## config.mk

```make
export PLATFORM = sky130hd
export DESIGN_NAME = button_press_classifier
export DESIGN_NICKNAME = d
export VERILOG_FILES = /design/src/rtl/button_press_classifier_pkg.sv /design/src/rtl/button_press_classifier_rise_detect.sv /design/src/rtl/button_press_classifier.sv
export SDC_FILE = /design/constraint.sdc
export NUM_CORES = 1
export LEC_CHECK = 0
export BUFFER_PORTS_ARGS = -buffer_cell sky130_fd_sc_hd__buf_2
export CAP_MARGIN = 10
export CORE_ASPECT_RATIO = 0.8
export CORE_MARGIN = 2
export CORE_UTILIZATION = 64
export DETAILED_ROUTE_END_ITERATION = 6
export GPL_TIMING_DRIVEN = 0
export PLACE_DENSITY = 0.82
export REMOVE_ABC_BUFFERS = 1
export SETUP_SLACK_MARGIN = 0.15
export SYNTH_ARGS = -nofsm -noshare
export SYNTH_HDL_FRONTEND = slang
export SYNTH_SLANG_ARGS = --single-unit
```

## constraint.sdc

```tcl
create_clock -name clock -period 4.5 [get_ports clock]
set_clock_uncertainty 0.2 [all_clocks]
set_input_delay 0.9 -clock clock [delete_from_list [all_inputs] [get_ports clock]]
set_output_delay 0.9 -clock clock [all_outputs]
set_load 0.01 [all_outputs]
```

## src/rtl/button_press_classifier_pkg.sv

```systemverilog
// Shared definitions for the button press classifier: state encoding and
// default timing constants derived from the 100 MHz debouncer clock basis.
package button_press_classifier_pkg;

    // Clock basis shared with the upstream pushbutton debouncer.
    localparam int CLK_FREQ_HZ   = 100_000_000;
    localparam int CYCLES_PER_MS = CLK_FREQ_HZ / 1000;
    localparam int DEBOUNCE_MS   = 10;

    // Long-press threshold is 500 ms, auto-repeat period is 100 ms,
    // both expressed as multiples of the debounce window.
    localparam int LONG_MS   = 50 * DEBOUNCE_MS;
    localparam int REPEAT_MS = 10 * DEBOUNCE_MS;

    localparam int DEFAULT_LONG_CYCLES   = LONG_MS * CYCLES_PER_MS;
    localparam int DEFAULT_REPEAT_CYCLES = REPEAT_MS * CYCLES_PER_MS;
    localparam int DEFAULT_CNT_W         = 26;

    // State encoding.
    localparam logic [1:0] IDLE_ENC    = 2'd0;
    localparam logic [1:0] PRESSED_ENC = 2'd1;
    localparam logic [1:0] REPEAT_ENC  = 2'd2;

    typedef enum logic [1:0] {
        ST_IDLE    = IDLE_ENC,
        ST_PRESSED = PRESSED_ENC,
        ST_REPEAT  = REPEAT_ENC
    } state_t;

endpackage

```

## src/rtl/button_press_classifier_rise_detect.sv

```systemverilog
// Rising-edge detector on the debounced level. The previous-sample register
// loads the live input during reset, so a button already held through reset
// does not look like a new press once reset is released.
module rise_detect (
    input  logic clock,
    input  logic reset,
    input  logic din,
    output logic rise
);

    logic prev_reg;

    // Track the last sampled level; reset captures the current level rather
    // than 0 so a held button produces no edge.
    always_ff @(posedge clock) begin
        if (reset) begin
            prev_reg <= din;
        end else begin
            prev_reg <= din;
        end
    end

    // New press: high now, low on the previous sample.
    assign rise = din & ~prev_reg;

endmodule

```

## src/rtl/button_press_classifier.sv

```systemverilog
// Converts a debounced button level into single-cycle event pulses:
// press, short press, long press and auto-repeat, plus a registered held
// flag. All outputs come straight from flops.
module button_press_classifier
    import button_press_classifier_pkg::*;
#(
    parameter int LONG_CYCLES   = DEFAULT_LONG_CYCLES,
    parameter int REPEAT_CYCLES = DEFAULT_REPEAT_CYCLES,
    parameter int CNT_W         = DEFAULT_CNT_W
) (
    input  logic clock,
    input  logic reset,
    input  logic clean,
    output logic press_pulse,
    output logic short_press,
    output logic long_press,
    output logic repeat_pulse,
    output logic held
);

    // Terminal counts for the hold counter in each timed state.
    localparam logic [CNT_W-1:0] LONG_LAST   = CNT_W'(LONG_CYCLES - 1);
    localparam logic [CNT_W-1:0] REPEAT_LAST = CNT_W'(REPEAT_CYCLES - 1);
    localparam logic [CNT_W-1:0] CNT_ONE     = CNT_W'(1);

    logic             rise;

    state_t           state_reg;
    state_t           state_next;
    logic [CNT_W-1:0] count_reg;
    logic [CNT_W-1:0] count_next;

    logic             press_next;
    logic             short_next;
    logic             long_next;
    logic             repeat_next;
    logic             held_next;

    logic             press_reg;
    logic             short_reg;
    logic             long_reg;
    logic             repeat_reg;
    logic             held_reg;

    rise_detect u_rise_detect (
        .clock (clock),
        .reset (reset),
        .din   (clean),
        .rise  (rise)
    );

    // Next-state, hold counter and pulse decode. Release is tested before
    // any threshold so a release on the threshold edge never emits a
    // long/repeat pulse, which also keeps the four pulses mutually exclusive.
    always_comb begin
        state_next  = state_reg;
        count_next  = count_reg;
        press_next  = 1'b0;
        short_next  = 1'b0;
        long_next   = 1'b0;
        repeat_next = 1'b0;

        case (state_reg)
            ST_IDLE: begin
                if (rise) begin
                    state_next = ST_PRESSED;
                    count_next = '0;
                    press_next = 1'b1;
                end
            end

            ST_PRESSED: begin
                if (!clean) begin
                    state_next = ST_IDLE;
                    short_next = 1'b1;
                end else if (count_reg == LONG_LAST) begin
                    state_next = ST_REPEAT;
                    count_next = '0;
                    long_next  = 1'b1;
                end else begin
                    count_next = count_reg + CNT_ONE;
                end
            end

            ST_REPEAT: begin
                if (!clean) begin
                    // Release after a long press is silent.
                    state_next = ST_IDLE;
                end else if (count_reg == REPEAT_LAST) begin
                    count_next  = '0;
                    repeat_next = 1'b1;
                end else begin
                    count_next = count_reg + CNT_ONE;
                end
            end

            default: begin
                // Unused encoding: recover to idle quietly.
                state_next = ST_IDLE;
                count_next = '0;
            end
        endcase

        // held reflects the state being entered so it lines up with the
        // registered pulses.
        held_next = (state_next != ST_IDLE);
    end

    // State, counter and output registers. Reset forces idle with every
    // output low, which also drops any press in progress without a pulse.
    always_ff @(posedge clock) begin
        if (reset) begin
            state_reg  <= ST_IDLE;
            count_reg  <= '0;
            press_reg  <= 1'b0;
            short_reg  <= 1'b0;
            long_reg   <= 1'b0;
            repeat_reg <= 1'b0;
            held_reg   <= 1'b0;
        end else begin
            state_reg  <= state_next;
            count_reg  <= count_next;
            press_reg  <= press_next;
            short_reg  <= short_next;
            long_reg   <= long_next;
            repeat_reg <= repeat_next;
            held_reg   <= held_next;
        end
    end

    assign press_pulse  = press_reg;
    assign short_press  = short_reg;
    assign long_press   = long_reg;
    assign repeat_pulse = repeat_reg;
    assign held         = held_reg;

endmodule

```

# Word-level counts from Yosys, hierarchy flattened
# Cells that the tools add are included.
[word_totals]
wordCells = 44
ff_bits = 34
in_bits = 3
[op_classes]
n_addsub = 1
reduce_logical = 7
bitwise_logic = 6
n_eq_ne = 7
n_mux = 15
[ops]
columns = ["cell", "n"]
rows = [
  ["$mux 26", 5],
  ["$pmux 26 s3", 1],
  ["$add 26x1->26 const B", 1],
  ["$eq 26x24->1 const B", 1],
  ["$eq 26x26->1 const B", 1],
  ["$mux 2", 4],
  ["$ne 2x2->1 const B", 3],
  ["$pmux 2 s3", 1],
  ["$reduce_or 3->1", 2],
  ["$not 1->1", 5],
  ["$mux 1", 4],
  ["$reduce_or 2->1", 2],
  ["$reduce_and 3->1", 1],
  ["$eq 2x1->1 const B", 1],
  ["$eq 2x2->1 const B", 1],
  ["$logic_not 2->1", 1],
  ["$reduce_bool 2->1", 1],
  ["$and 1x1->1", 1],
]

# Longest topological paths before layout
[logic_depth]
depth_word = 5
ltp_mapped = 9
ltp_nobuf = 8

# Cells and area by module
# From an unflattened synthesis, not the netlist that was laid out.
[unflattened]
hier_cells = 193
hier_area_um2 = 1700.4
[by_module_without_submodules]
columns = ["mod", "seq_area_each_um2", "instances", "area_per_inst_um2", "cells_each"]
rows = [
  ["button_press_classifier", 660.6, 1, 1666.6, 191],
  ["rise_detect", 20.0, 1, 33.8, 2],
]

# Worst setup path before layout
# OpenSTA, ideal clock, no wires.
[synth_path]
kind = "in2reg"
from = "input port clean"
to = "register count_reg[20]"
path_slack_ns = 2.079
t_arrival_ns = 2.094
path_stages = 7
path_cell_list = "o21bai_1 -> a21oi_1 -> clkbuf_1 -> nor2_1 -> mux2i_1 -> a2bb2oi_1 -> nor2_1"
[synth_between]
elab_chain_cells = 3
elab_cells_between_ends = 5
cone_classes = "3 x eq/ne; 1 x bitwise; 1 x reduce/logical"
[synth_lines]
columns = ["element", "line_no", "source"]
rows = [
  ["start, declared", "button_press_classifier.sv:13", "input logic clean,"],
  ["$and 1x1->1", "button_press_classifier_rise_detect.sv:24", "assign rise = din & ~prev_reg;"],
  ["$ne 2x2->1 (no line)", "-", ""],
  ["$reduce_and 3->1 (no line) (*)", "-", ""],
  ["end signal, assigned", "button_press_classifier.sv:122", "count_reg <= count_next;"],
  ["end, declared", "button_press_classifier.sv:30", "logic [CNT_W-1:0] count_reg;"],
]
# Every way passes the cells marked *; elsewhere a longest branch is shown, timed or not.
# A chain may end at the register's enable or synchronous reset.

# Worst setup path in the final report
[layout_path]
from = "input port clean"
to = "register count_reg[6]"
# The elaborated chain is that of the path after synthesis.

==> flow_metrics.py <==
metrics = {
    "synth": {
        "syn_inst": 196,
        "synth_edf_count": 0,
        "synth-seq-area-share_pct": 38.4,
        "yosysWarnings": 0,
        "synth_top_cells_by_area": "dfxtp_1, xor2_1, nor2_1, nand2_1, ha_1",
        "synth_ff_type": "dfxtp_1",
        "syn-mean-instance-area_um2": 9.03,
        "yosysTopAreaCellShare_pct": 38.4,
        "yosysTopAreaCell": "dfxtp_1",
        "yosysMostFrequentCell": "dfxtp_1",
        "async_reset_ff_share_pct": 0,
        "synth.ff_latch_count": 34,
        "synthTopCellsByCount": "dfxtp_1, nor2_1, nand2_1",
        "netlist_area_um2": 1770,
        "synthDistinctLibCells": 50,
    },
    "detailed_routing": {
        "routed_wl_mm": 3.72,
        "viasPerCell": 6.05,
        "drc": 0,
        "wl_per_cell_um": 15.3,
        "antenna_left": 0,
        "via_count": 1471,
        "drtPass1Iterations": 4,
        "first_iter_violations": 101,
    },
    "setup_path": {
        "r2r_setup_slack_ns": 1.75,
        "path_max_fanout": 15,
        "worstPathCellList": "buf_2, o21bai_1, a21oi_1, nor2_1, nand2_1, xor2_1, nor2_1",
        "cp.arrival_ns": 2.85,
        "cp-start-kind": "primary input",
        "timing.critical_path.to_type": "flop",
        "slowest_stage": "a21oi_1",
        "critPathKind": "in2reg",
        "cp_common_cell": "nor2_1",
        "reg2reg_depth": 8,
        "cp_data_required_time_ns": 4.53,
        "slowest_delay_ns": 0.87,
    },
    "global_route": {
        "grt_pass1_vias": 1372,
        "grt_start_max_net_pins": 21,
        "grt_overflow": 0,
        "grt_util_all_layers_pct": 25.8,
        "grt_antenna_before_repair": 0,
        "grt_first_pass_wirelength_mm": 6.33,
    },
    "timing": {
        "tightest_slew_ns": 1.09,
        "finalCritPeriodShare_pct": 62.7,
        "slew-limit-headroom_pct": 27.5,
        "post-route-min-period_ns": 2.82,
        "timing_hold_violations_final": 0,
        "rsz0062_at_grt": "no",
        "fin_ws_ns": 1.68,
        "fin_tns_setup_ns": 0,
        "setup_viol": 0,
        "max_freq_mhz": 354,
        "slew_violations": 0,
    },
    "floorplan": {
        "io_pins": 8,
        "die_x_um": 62.8,
        "core_um2": 2700,
        "die_y_um": 51.0,
        "rows": 17,
        "dieArea_um2": 3210,
        "start_util_pct": 65.5,
    },
    "power_and_ir_drop": {
        "combPwrFrac_pct": 5.7,
        "swShare_pct": 20.7,
        "p_leak_nw": 0.686,
        "power.share.clock_pct": 46.4,
        "power_switching_w": 0.000132,
        "p_per_area_nw_per_um2": 331,
        "p_int_w": 0.000504,
        "pwr-share-seq_pct": 47.9,
        "vdd_drop_max_mv": 0.317,
    },
    "layout": {
        "diodes": 0,
        "multiInputGateArea_um2": 1030,
        "nNetsFinal": 212,
        "drive_above_1_share_pct": 14.1,
        "largest_reg_flops": 26,
        "seqCellArea_um2": 681,
        "nFillCells": 236,
        "area_growth_pct": 8.41,
    },
    "clocking": {
        "postCtsSetupRepairBufs": 0,
        "clkLatencyLatePin_ns": 0.35,
        "ctsHoldBuffers": 0,
        "cts_resized": 0,
        "cts_sinks": 34,
        "cts-root-buf": "clkbuf_4",
        "cts_buffers": 5,
        "cts_tree": "done",
        "ctsLongestPathBuffers": 2,
        "cts.htree.levels": 2,
        "clk_pin_slew_ns": 0.12,
    },
    "placement": {
        "dp_hpwl_mm": 2.67,
        "dp_slack_ns": 1.34,
        "numPortBuffers": 7,
        "globalplace.congestion": 0.955,
    },
    "status": {
        "status": "complete, no violations",
    },
    "flow_run": {
        "drv_cap": 0,
    },
    "min_path": {
        "hold_path.class": "reg2reg",
        "whs_path_depth": 2,
    },
}
path summary, 6_finish.rpt:
check                                               start                         to
worst max-delay path                                clean  count_reg[6]$_SDFFE_PP0P_
worst min-delay path            count_reg[1]$_SDFFE_PP0P_  count_reg[1]$_SDFFE_PP0P_
worst max register to register    state_reg[1]$_SDFF_PP0_  count_reg[6]$_SDFFE_PP0P_
worst min register to register  count_reg[1]$_SDFFE_PP0P_  count_reg[1]$_SDFFE_PP0P_
per-layer routing:
metal | GRT usage [%] | wire length, um | up-vias
met1 | 33.1 | 1760 | 693
met3 | 7.49 | 222 | 5
met2 | 42.1 | 1680 | 42
met4 | 8.89 | 55 | 0
met5 | 0 | 0 | -
li1 | - | - | 731
area by class of cell:
cell class	instances	share of cell area, %
Clock buffer	6	2.67
Sequential cell	34	35.5
Clock inverter	2	3.13
Timing Repair Buffer	7	1.83
Tap cell	38	2.48
Multi-Input combinational cell	151	53.5
Inverter	5	0.978
stage by stage:
step | utilization [%] | total power (W) | hold WS, ns | instances | area [um^2]
finish | 71.1 | 0.000636 | 0.316 | 243 | 1920
global route | 71.1 | 0.000656 | 0.327 | 243 | 1920
CTS | 71.1 | 0.000638 | 0.310 | 243 | 1920
detailed placement | 66.9 | 0.000347 | 0.294 | 235 | 1810
global placement | 66.9 | 0.000345 | 0.271 | 235 | 1810
floorplan | - | 0.000336 | 0.252 | 190 | 1730
critical path: cells and delay by family:
kind | cells | cell delay [ns]
AND/OR/NAND/NOR | 3 | 0.56
buffers and inverters | 1 | 0.14
AO/OA/AOI/OAI | 2 | 1.06
XOR/XNOR | 1 | 0.19
cell usage in the layout, fill, tap and decap left out, types with 2 or more instances in the layout:
master     count
a21oi_1        4
a22o_1         7
and3_1         4
and4_1         2
buf_2          7
bufinv_16      2
clkbuf_4       5
dfxtp_1       34
ha_1           5
inv_1          5
nand2_1       17
nand3_1       10
nand4_1        7
nor2_1        25
nor2b_1        6
nor3_1         3
nor4_1         6
nor4_2         2
o21ai_0        3
o31ai_1        6
or2_1          2
or3_1          2
xnor2_1        2
xor2_1        13
logic make-up after synthesis:
kind of cell,count (synthesis),synth area share (%)
compound gates,30,14.5
simple gates,100,31.9
flops,34,38.4
mux,1,0.565
buf+inv,11,3.60
xor+xnor,15,7.42
fa+ha+maj,5,3.53
power groups by stage:
stage	sequential, W	combinational, W	clock (W)
after detailed placement	0.000311	0.0000356	0
after floorplan	0.000312	0.0000235	0
after global placement	0.000311	0.0000340	0
after CTS	0.000305	0.0000357	0.000298
after global routing	0.000305	0.0000403	0.000311
final	0.000305	0.0000360	0.000295
(Power assumes the default switching activity.)
